### config.mk
export PLATFORM = sky130hd
export DESIGN_NAME = layer_21_mac
export DESIGN_NICKNAME = d
export VERILOG_FILES = /design/src/rtl/nn_pkg.sv /design/src/rtl/nn_mac_unit.sv /design/src/rtl/layer_21_mac.sv
export SDC_FILE = /design/constraint.sdc
export NUM_CORES = 1
export LEC_CHECK = 0
export ABC_AREA = 1
export BUFFER_PORTS_ARGS = -buffer_cell sky130_fd_sc_hd__buf_2
export CAP_MARGIN = 25
export CORE_MARGIN = 1.5
export CORE_UTILIZATION = 55
export DETAILED_ROUTE_END_ITERATION = 8
export HOLD_SLACK_MARGIN = 0.15
export PLACE_DENSITY = 0.84
export SLEW_MARGIN = 20
export SYNTH_ARGS = -nofsm -noshare
export SYNTH_HDL_FRONTEND = slang
export SYNTH_HIERARCHICAL = 1
export SYNTH_SLANG_ARGS = --single-unit
### constraint.sdc
create_clock -name clk -period 10.15 [get_ports clk]
set_clock_uncertainty 0.2 [all_clocks]
set_input_delay 0.5075 -clock clk [delete_from_list [all_inputs] [get_ports clk]]
set_output_delay 0.5075 -clock clk [all_outputs]
set_load 0.005 [all_outputs]
### src/rtl/nn_pkg.sv
// -----------------------------------------------------------------------------
// nn_pkg
// Shared definitions for the neural-network datapath blocks.
//   state_t    : FSM encoding for layer_21_mac (IDLE=0, MAC=1, DONE=2)
//   acc_width  : accumulator width that cannot overflow for a 3-term MAC
//   fit_width  : reduce a wide signed value to out_w bits, either saturating
//                or wrapping (two's complement), result sign-extended to WIDE_W
// -----------------------------------------------------------------------------
package nn_pkg;

    typedef enum logic [1:0] {
        ST_IDLE = 2'd0,
        ST_MAC  = 2'd1,
        ST_DONE = 2'd2
    } state_t;

    localparam int WIDE_W = 64;

    // Full product width plus two guard bits covers the sum of three products.
    function automatic int acc_width(input int in_w, input int w_w);
        return in_w + w_w + 2;
    endfunction

    function automatic logic signed [WIDE_W-1:0] fit_width(
        input logic signed [WIDE_W-1:0] v,
        input int unsigned              out_w,
        input logic                     sat_en
    );
        logic signed [WIDE_W-1:0] hi;
        logic signed [WIDE_W-1:0] lo;
        logic signed [WIDE_W-1:0] r;
        hi = (64'sd1 <<< (out_w - 1)) - 64'sd1;
        lo = -hi - 64'sd1;
        if (sat_en) begin
            if (v > hi)      r = hi;
            else if (v < lo) r = lo;
            else             r = v;
        end else begin
            // Keep the low out_w bits and sign-extend them back to WIDE_W.
            r = (v <<< (WIDE_W - out_w)) >>> (WIDE_W - out_w);
        end
        return r;
    endfunction

endpackage

### src/rtl/nn_mac_unit.sv
// -----------------------------------------------------------------------------
// nn_mac_unit
// One shared signed multiplier feeding a registered accumulator.
// Each enabled cycle: acc <= acc + ((a * w) >>> SHIFT), the shift being an
// arithmetic (floor) shift of the full-width product.
// Ports:
//   clk, rst_n : clock, asynchronous active-low reset (clears acc)
//   i_clear    : synchronous clear of the accumulator (priority over i_en)
//   i_en       : accumulate one product this cycle
//   i_a, i_w   : signed activation and weight operands
//   o_acc      : accumulator value
// -----------------------------------------------------------------------------
module nn_mac_unit
    import nn_pkg::*;
#(
    parameter int IN_W  = 9,
    parameter int W_W   = 10,
    parameter int SHIFT = 2,
    parameter int ACC_W = acc_width(IN_W, W_W)
) (
    input  logic                    clk,
    input  logic                    rst_n,
    input  logic                    i_clear,
    input  logic                    i_en,
    input  logic signed [IN_W-1:0]  i_a,
    input  logic signed [W_W-1:0]   i_w,
    output logic signed [ACC_W-1:0] o_acc
);

    localparam int PROD_W = IN_W + W_W;

    logic signed [PROD_W-1:0] w_prod;
    logic signed [PROD_W-1:0] w_shifted;
    logic signed [ACC_W-1:0]  r_acc;

    assign w_prod    = PROD_W'(i_a) * PROD_W'(i_w);
    assign w_shifted = w_prod >>> SHIFT;

    always_ff @(posedge clk or negedge rst_n) begin
        if (!rst_n) begin
            r_acc <= '0;
        end else if (i_clear) begin
            r_acc <= '0;
        end else if (i_en) begin
            r_acc <= r_acc + ACC_W'(w_shifted);
        end
    end

    assign o_acc = r_acc;

endmodule

### src/rtl/layer_21_mac.sv
// -----------------------------------------------------------------------------
// layer_21_mac
// Output-side neuron: out1 = fit(sum_k((in_k * W_k) >>> SHIFT) + B), computed
// with one shared multiplier over three MAC cycles.
// Config macro LAYER_MAC_SAT_EN: defined -> acc+B saturates to OUT_W,
// undefined -> acc+B wraps to its low OUT_W bits.
// Ports:
//   clk, rst_n          : clock, asynchronous active-low reset
//   in_valid/in_ready   : input handshake for in1..in3
//   in1, in2, in3       : signed activations (IN_W)
//   out_valid/out_ready : output handshake for out1
//   out1                : signed result (OUT_W), registered
//   busy                : high while in the MAC state
// Latency: accept edge 0, out_valid high after edge 4.
// -----------------------------------------------------------------------------
module layer_21_mac
    import nn_pkg::*;
#(
    parameter int                     IN_W  = 9,
    parameter int                     W_W   = 10,
    parameter int                     OUT_W = 17,
    parameter int                     SHIFT = 2,
    parameter logic signed [W_W-1:0]   W1    = 10'sh0C3,
    parameter logic signed [W_W-1:0]   W2    = 10'sh3A0,
    parameter logic signed [W_W-1:0]   W3    = 10'sh012,
    parameter logic signed [OUT_W-1:0] B     = 17'sh001F0
) (
    input  logic                    clk,
    input  logic                    rst_n,
    input  logic                    in_valid,
    output logic                    in_ready,
    input  logic signed [IN_W-1:0]  in1,
    input  logic signed [IN_W-1:0]  in2,
    input  logic signed [IN_W-1:0]  in3,
    output logic                    out_valid,
    input  logic                    out_ready,
    output logic signed [OUT_W-1:0] out1,
    output logic                    busy
);

    localparam int ACC_W = acc_width(IN_W, W_W);
`ifdef LAYER_MAC_SAT_EN
    localparam logic SAT_EN = 1'b1;
`else
    localparam logic SAT_EN = 1'b0;
`endif

    state_t                   r_state;
    logic [1:0]               r_idx;
    logic signed [IN_W-1:0]   r_in1;
    logic signed [IN_W-1:0]   r_in2;
    logic signed [IN_W-1:0]   r_in3;
    logic                     r_in_ready;
    logic                     r_out_valid;
    logic                     r_busy;
    logic signed [OUT_W-1:0]  r_out1;

    logic                     w_xfer;
    logic                     w_accept;
    logic                     w_mac_en;
    logic signed [IN_W-1:0]   w_a;
    logic signed [W_W-1:0]    w_w;
    logic signed [ACC_W-1:0]  w_acc;
    logic signed [WIDE_W-1:0] w_sum;
    logic signed [WIDE_W-1:0] w_fit;

    // The output transfer edge may also accept the next set; this is what
    // gives one result every 5 cycles with both handshakes held high.
    assign w_xfer   = r_out_valid & out_ready;
    assign in_ready = r_in_ready | w_xfer;
    assign w_accept = in_valid & in_ready;
    assign w_mac_en = (r_state == ST_MAC);

    always_comb begin
        w_a = r_in3;
        w_w = W3;
        case (r_idx)
            2'd0: begin
                w_a = r_in1;
                w_w = W1;
            end
            2'd1: begin
                w_a = r_in2;
                w_w = W2;
            end
            default: begin
                w_a = r_in3;
                w_w = W3;
            end
        endcase
    end

    nn_mac_unit #(
        .IN_W  (IN_W),
        .W_W   (W_W),
        .SHIFT (SHIFT),
        .ACC_W (ACC_W)
    ) u_mac (
        .clk     (clk),
        .rst_n   (rst_n),
        .i_clear (w_accept),
        .i_en    (w_mac_en),
        .i_a     (w_a),
        .i_w     (w_w),
        .o_acc   (w_acc)
    );

    assign w_sum = WIDE_W'(w_acc) + WIDE_W'(B);
    assign w_fit = fit_width(w_sum, OUT_W, SAT_EN);

    always_ff @(posedge clk or negedge rst_n) begin
        if (!rst_n) begin
            r_state     <= ST_IDLE;
            r_idx       <= '0;
            r_in1       <= '0;
            r_in2       <= '0;
            r_in3       <= '0;
            r_in_ready  <= 1'b1;
            r_out_valid <= 1'b0;
            r_busy      <= 1'b0;
            r_out1      <= '0;
        end else begin
            case (r_state)
                ST_IDLE: begin
                    if (w_accept) begin
                        r_in1      <= in1;
                        r_in2      <= in2;
                        r_in3      <= in3;
                        r_idx      <= '0;
                        r_in_ready <= 1'b0;
                        r_busy     <= 1'b1;
                        r_state    <= ST_MAC;
                    end
                end
                ST_MAC: begin
                    if (r_idx == 2'd2) begin
                        r_idx   <= '0;
                        r_busy  <= 1'b0;
                        r_state <= ST_DONE;
                    end else begin
                        r_idx <= r_idx + 2'd1;
                    end
                end
                ST_DONE: begin
                    if (!r_out_valid) begin
                        r_out1      <= OUT_W'(w_fit);
                        r_out_valid <= 1'b1;
                    end else if (out_ready) begin
                        r_out_valid <= 1'b0;
                        if (in_valid) begin
                            r_in1   <= in1;
                            r_in2   <= in2;
                            r_in3   <= in3;
                            r_idx   <= '0;
                            r_busy  <= 1'b1;
                            r_state <= ST_MAC;
                        end else begin
                            r_in_ready <= 1'b1;
                            r_state    <= ST_IDLE;
                        end
                    end
                end
                default: begin
                    r_state <= ST_IDLE;
                end
            endcase
        end
    end

    assign out_valid = r_out_valid;
    assign out1      = r_out1;
    assign busy      = r_busy;

endmodule

==> results of run 1 <==
## cell usage in the layout (no fill, tap or decap), types with 2 or more instances in the layout
| cell type | instances |
|---|---|
| buf_4 | 4 |
| o21ai_2 | 4 |
| xor2_1 | 8 |
| nor2_2 | 7 |
| o21bai_2 | 3 |
| a21oi_1 | 29 |
| clkbuf_16 | 9 |
| o21ai_0 | 23 |
| inv_1 | 179 |
| clkbuf_1 | 2 |
| inv_2 | 5 |
| nor2_1 | 40 |
| nand4_1 | 30 |
| nand3_1 | 35 |
| buf_2 | 50 |
| dfrtp_1 | 67 |
| a21o_1 | 5 |
| xnor2_1 | 6 |
| clkinv_2 | 3 |
| fa_1 | 78 |
| nand2_1 | 328 |
| or2_2 | 3 |
| o21ai_1 | 6 |
| o21a_1 | 2 |
| conb_1 | 2 |
| ha_1 | 57 |
| a21oi_2 | 8 |
| nand2_2 | 12 |
| nand3_2 | 5 |
## worst reg2reg max path: cells and delay by family, from the launching register on
family                   cells  cell delay, ns
AND/OR/NAND/NOR             11            2.33
XOR/XNOR                     1            0.17
adder cells (fa/ha/maj)      7            3.25
buffers and inverters        5            0.75
AO/OA/AOI/OAI                5            0.58
flip-flops                   1            0.66
## registers in the layout, indices dropped and copies added, names as in the netlist
name,cells
out1,17
u_mac/o_acc,17
r_in1,9
r_in2,9
r_in3,9
r_idx,2
r_state,2
busy,1
out_valid,1
r_in_ready,1
## worst paths after layout
| path | start | endpoint | cells past startpoint |
|---|---|---|---|
| min in group clk | in3[1] | r_in3[1] | 3 |
| max in group asynchronous | rst_n | out1[3] | 2 |
| hold reg to reg | out1[3] | out1[3] | 2 |
| hold / removal | rst_n | r_state[0] | 2 |
| setup / recovery | r_idx[1] | u_mac/o_acc[16] | 29 |
| setup reg to reg | r_idx[1] | u_mac/o_acc[16] | 29 |
## layer usage
metal / share of wire / up-vias / GRT usage
li1: - / 3100 / -
met4: 0.016 / 0 / 0.0632
met3: 0.040 / 21 / 0.0385
met1: 0.44 / 2866 / 0.299
met5: 0 / - / 0
met2: 0.50 / 142 / 0.408
## final cells by class
| cell class | count | area, um^2 | area share |
|---|---|---|---|
| Tap cell | 176 | 220 | 0.0271 |
| Timing Repair Buffer | 55 | 292 | 0.0358 |
| Sequential cell | 68 | 1700 | 0.209 |
| Inverter | 185 | 694 | 0.0853 |
| Clock buffer | 11 | 233 | 0.0286 |
| Clock inverter | 5 | 52.6 | 0.00646 |
| Multi-Input combinational cell | 704 | 4940 | 0.607 |
## metrics by stage
step	std cells	hold WS (ns)	instance area [um^2]	setup WS, ns
after global placement	1187	0.249	7840	2.38
after global routing	1204	0.226	8140	1.50
after CTS	1203	0.182	8120	2.10
final	1204	0.162	8140	2.08
after detailed placement	1187	0.253	7840	2.12
after floorplan	996	0.0119	7540	3.58
==> qor.csv, run 1 <==
stage;metric;value;unit
setup_path;CP Class;flip-flop to flip-flop;
sta;Setup violations, final;0;
die;Starting Density;0.567;
die;die area;0.0144;mm^2
cells_and_area;Final Core Density;0.612;
clock_tree;CTS clk-pin slew, worst paths;0.05;ns
setup_path;WP buf/inv;5;
status;outcome;completed;
clock_tree;CTS tree;built;
die;floorplan row count;42;
setup_path;Critical Path RT;10.17;ns
clock_tree;Max Buffers Root-to-Sink;2;
route;drt first pass iters;5;
grt;grt ovf;0;
route;final wirelength;15.5;mm
setup_path;crit-path max cell delay;0.92;ns
die;Ports;51;
clock_tree;Sink Count;68;
sta;fmax;124;MHz
grt;initial antenna violation count;0;
setup_path;CP top delay family;adder cells;
setup_path;Worst setup EP type;flip-flop;
sta;Fin. Hold Viols;0;
placed_design;DP Wirelength;12.5;mm
setup_path;Slowest cell on crit path;nor2_1;
placed_design;I/O Buffers;50;
sta;Final period util;0.795;
cells_and_area;Antenna Cells;0;
route;routed len/inst;12.9;um
die;Die Height;120;um
cells_and_area;area growth from synthesis to layout;7.97;%
cells_and_area;Final #Nets;1189;
sta;RSZ-0062 raised after global routing;false;
sta;worst slew pin tran;1.04;ns
clock_tree;cts hold-fix bufs;0;
route;# DRC;0;
synthesis;Post-Syn Area;0.00754;mm^2
grt;vias in the first global route;6149;
clock_tree;TritonCTS Buffers;9;
die;Die W;120;um
placed_design;RePlAce Congestion;0.918;
flow_run;Max Cap Viol;0;
setup_path;CP startpoint kind;flip-flop;
setup_path;WP data arrival;8.09;ns
clock_tree;Post-CTS Setup Bufs;0;
sta;Max-slew headroom;0.306;
hold_path;Worst Hold Class;primary input to async pin;
grt;first-pass GRT wire length;27.4;mm
setup_path;Critical Path Fanout Max;22;
clock_tree;depth of the CTS H-tree;3;
grt;GRT Util Overall;0.233;
clock_tree;CTS Root Cell;clkbuf_16;
sta;Tmin final;8.07;ns
sta;setup_tns;0;ns
grt;largest net degree at the start of global routing;69;
synthesis;syn avg cell area;7.57;um^2
die;core area;0.0133;mm^2
synthesis;Ys Warns;6;
route;Vias/cell;5.09;
clock_tree;Skew-Pair Late Insertion Delay;0.33;ns
cells_and_area;FILL cells;1113;
route;number of nets with antenna violations after routing;0;
sta;Slew Viols, Final;0;
cells_and_area;share of layout cells above drive strength 1;0.118;
synthesis;Post-Synthesis Cells;995;
route;vias;6129;
setup_path;Reg2Reg Setup Slack;2.08;ns
route;starting DRC count in detailed routing;365;
clock_tree;post_cts resized;0;
Power of run 1 is left out: the tool's default activity adds up to more than one toggle a clock period on the data nets, which glitch-free logic cannot reach.
==> run 2: changes to the inputs <==
Clock period 10.15 ns to 7.8 ns, I/O delays scaled along.
==> run 2 against run 1 <==
  * Maximum frequency grew 11%
  * Global-route usage rose by 2.4 points
  * Highest routed layer unchanged
  * Routed wire length is 11% higher
  * Sequential share of layout area shrank 0.71 points
  * Critical path depth stayed put
  * Final cell count increased by 2.3%
  * Hold slack improved by 0.0021 ns
==> qor.csv, run 2 (synthesis gave the netlist of run 1 again) <==
stage;metric;value;unit;change
status;outcome;completed;;unchanged
setup_path;Slowest cell on crit path;fa_1;;was nor2_1
placed_design;RePlAce Congestion;0.937;;was 0.918
sta;Final period util;0.929;;was 0.795
setup_path;CP startpoint kind;flip-flop;;unchanged
sta;Slew Viols, Final;0;;unchanged
die;die area;0.0144;mm^2;unchanged
setup_path;CP top delay family;adder cells;;unchanged
sta;fmax;138;MHz;was 124 MHz
placed_design;Cell Area, Placed;0.00785;mm^2;was 0.00784 mm^2
grt;largest net degree at the start of global routing;69;;unchanged
grt;vias in the first global route;6522;;was 6149
route;Vias/cell;5.27;;was 5.09
clock_tree;Max Buffers Root-to-Sink;2;;unchanged
setup_path;Crit path top cell by count;fa_1;;
die;Ports;51;;unchanged
cells_and_area;FILL cells;1104;;was 1113
setup_path;Worst setup EP type;flip-flop;;unchanged
clock_tree;Skew-Pair Late Insertion Delay;0.34;ns;was 0.33 ns
cells_and_area;Antenna Cells;0;;unchanged
die;Die Height;120;um;unchanged
clock_tree;depth of the CTS H-tree;3;;unchanged
route;final wirelength;17.3;mm;was 15.5 mm
sta;worst slew pin tran;0.846;ns;was 1.04 ns
clock_tree;CTS tree;built;;unchanged
sta;setup_tns;0;ns;unchanged
die;core area;0.0133;mm^2;unchanged
sta;Max-slew headroom;0.436;;was 0.306
route;drt first pass iters;6;;was 5
placed_design;# placed instances;1189;;was 1187
flow_run;Max Cap Viol;0;;unchanged
cells_and_area;share of layout cells above drive strength 1;0.116;;was 0.118
placed_design;DP Wirelength;12.9;mm;was 12.5 mm
cells_and_area;Final #Nets;1217;;was 1189
hold_path;Worst Hold Class;primary input to flip-flop;;was primary input to async pin
setup_path;CP Class;flip-flop to flip-flop;;unchanged
cells_and_area;most common cell after layout, fill and taps aside;nand2_1;;unchanged
placed_design;I/O Buffers;50;;unchanged
clock_tree;TritonCTS Buffers;9;;unchanged
grt;GRT Util Overall;0.257;;was 0.233
sta;Fin. Hold Viols;0;;unchanged
clock_tree;CTS Root Cell;clkbuf_16;;unchanged
route;# DRC;0;;unchanged
sta;Setup violations, final;0;;unchanged
setup_path;Critical Path RT;7.87;ns;was 10.17 ns
cells_and_area;area growth from synthesis to layout;11.8;%;was 7.97%
setup_path;Critical Path Fanout Max;17;;was 22
die;Starting Density;0.567;;unchanged
setup_path;WP data arrival;7.31;ns;was 8.09 ns
cells_and_area;most frequent cells in the layout;328 x nand2_1, 179 x inv_1, 78 x fa_1;;unchanged
cells_and_area;Final Core Density;0.634;;was 0.612
route;number of nets with antenna violations after routing;0;;unchanged
clock_tree;CTS clk-pin slew, worst paths;0.06;ns;was 0.05 ns
setup_path;crit-path max cell delay;0.58;ns;was 0.92 ns
route;routed len/inst;14.1;um;was 12.9 um
sta;RSZ-0062 raised after global routing;false;;unchanged
grt;initial antenna violation count;0;;unchanged
grt;grt ovf;0;;unchanged
route;vias;6488;;was 6129
sta;Tmin final;7.24;ns;was 8.07 ns
route;starting DRC count in detailed routing;352;;was 365
grt;first-pass GRT wire length;29.9;mm;was 27.4 mm
cells_and_area;Finished Layout Cells;1232;;was 1204
setup_path;WP buf/inv;5;;unchanged
cells_and_area;post-route cell area;0.00842;mm^2;was 0.00814 mm^2
die;Die W;120;um;unchanged
die;floorplan row count;42;;unchanged
clock_tree;Sink Count;68;;unchanged
## run 2: cell count changes in the layout (fill, tap and decap cells not counted), sizes merged
cell | before | now
dlygate4sd3 | 0 | 27
buf | 55 | 56
clkbuf | 11 | 10
clkinv | 4 | 5
## run 2: metal layers
metal	GRT usage	wire length, um
met1	0.337	7500
met3	0.0356	908
met4	0.0804	426
met5	0	0
met2	0.442	8480
## run 2: tightest hold or removal path, cell delays in order
cell	delay (ns)
buf_2	0.10
nand4_1	0.11
nand2_1	0.06
## run 2: worst paths after layout
check                            from               to  slack, ns  depth (start not counted)
max                          r_idx[1]  u_mac/o_acc[15]       0.56                         29
min                            in2[3]         r_in2[3]       0.16                          3
max reg2reg                  r_idx[1]  u_mac/o_acc[15]       0.56                         29
min reg2reg                r_in_ready       r_in_ready       0.26                          2
max in group asynchronous       rst_n         r_in3[8]       6.27                          3
min in group asynchronous       rst_n       r_state[1]       0.57                          3
## run 2: what timing repair did
item / 4_1_cts / 5_1_grt
gates resized for setup: 0 / 0
setup endpoints to repair: 0 / 0
buffers inserted: 0 / 0
hold buffers: 27 / 0
hold endpoints to repair: 93 / 0
## run 2: final cells by class
type | instances | area, um^2 | area share
Timing Repair Buffer | 83 | 566 | 0.0671
Inverter | 185 | 694 | 0.0824
Clock buffer | 10 | 229 | 0.0272
Tap cell | 176 | 220 | 0.0261
Clock inverter | 6 | 65.1 | 0.00772
Sequential cell | 68 | 1700 | 0.202
Multi-Input combinational cell | 704 | 4950 | 0.587
## run 2: metrics by stage
stage / hold slack [ns] / setup slack (ns)
3_5_place_dp: 0.254 / 0.641
5_1_grt: 0.189 / 0.0988
6_report: 0.164 / 0.556
2_1_floorplan: -0.106 / 1.23
3_3_place_gp: 0.248 / 0.774
4_1_cts: 0.162 / 0.630
Power of run 2 is left out for the same reason.
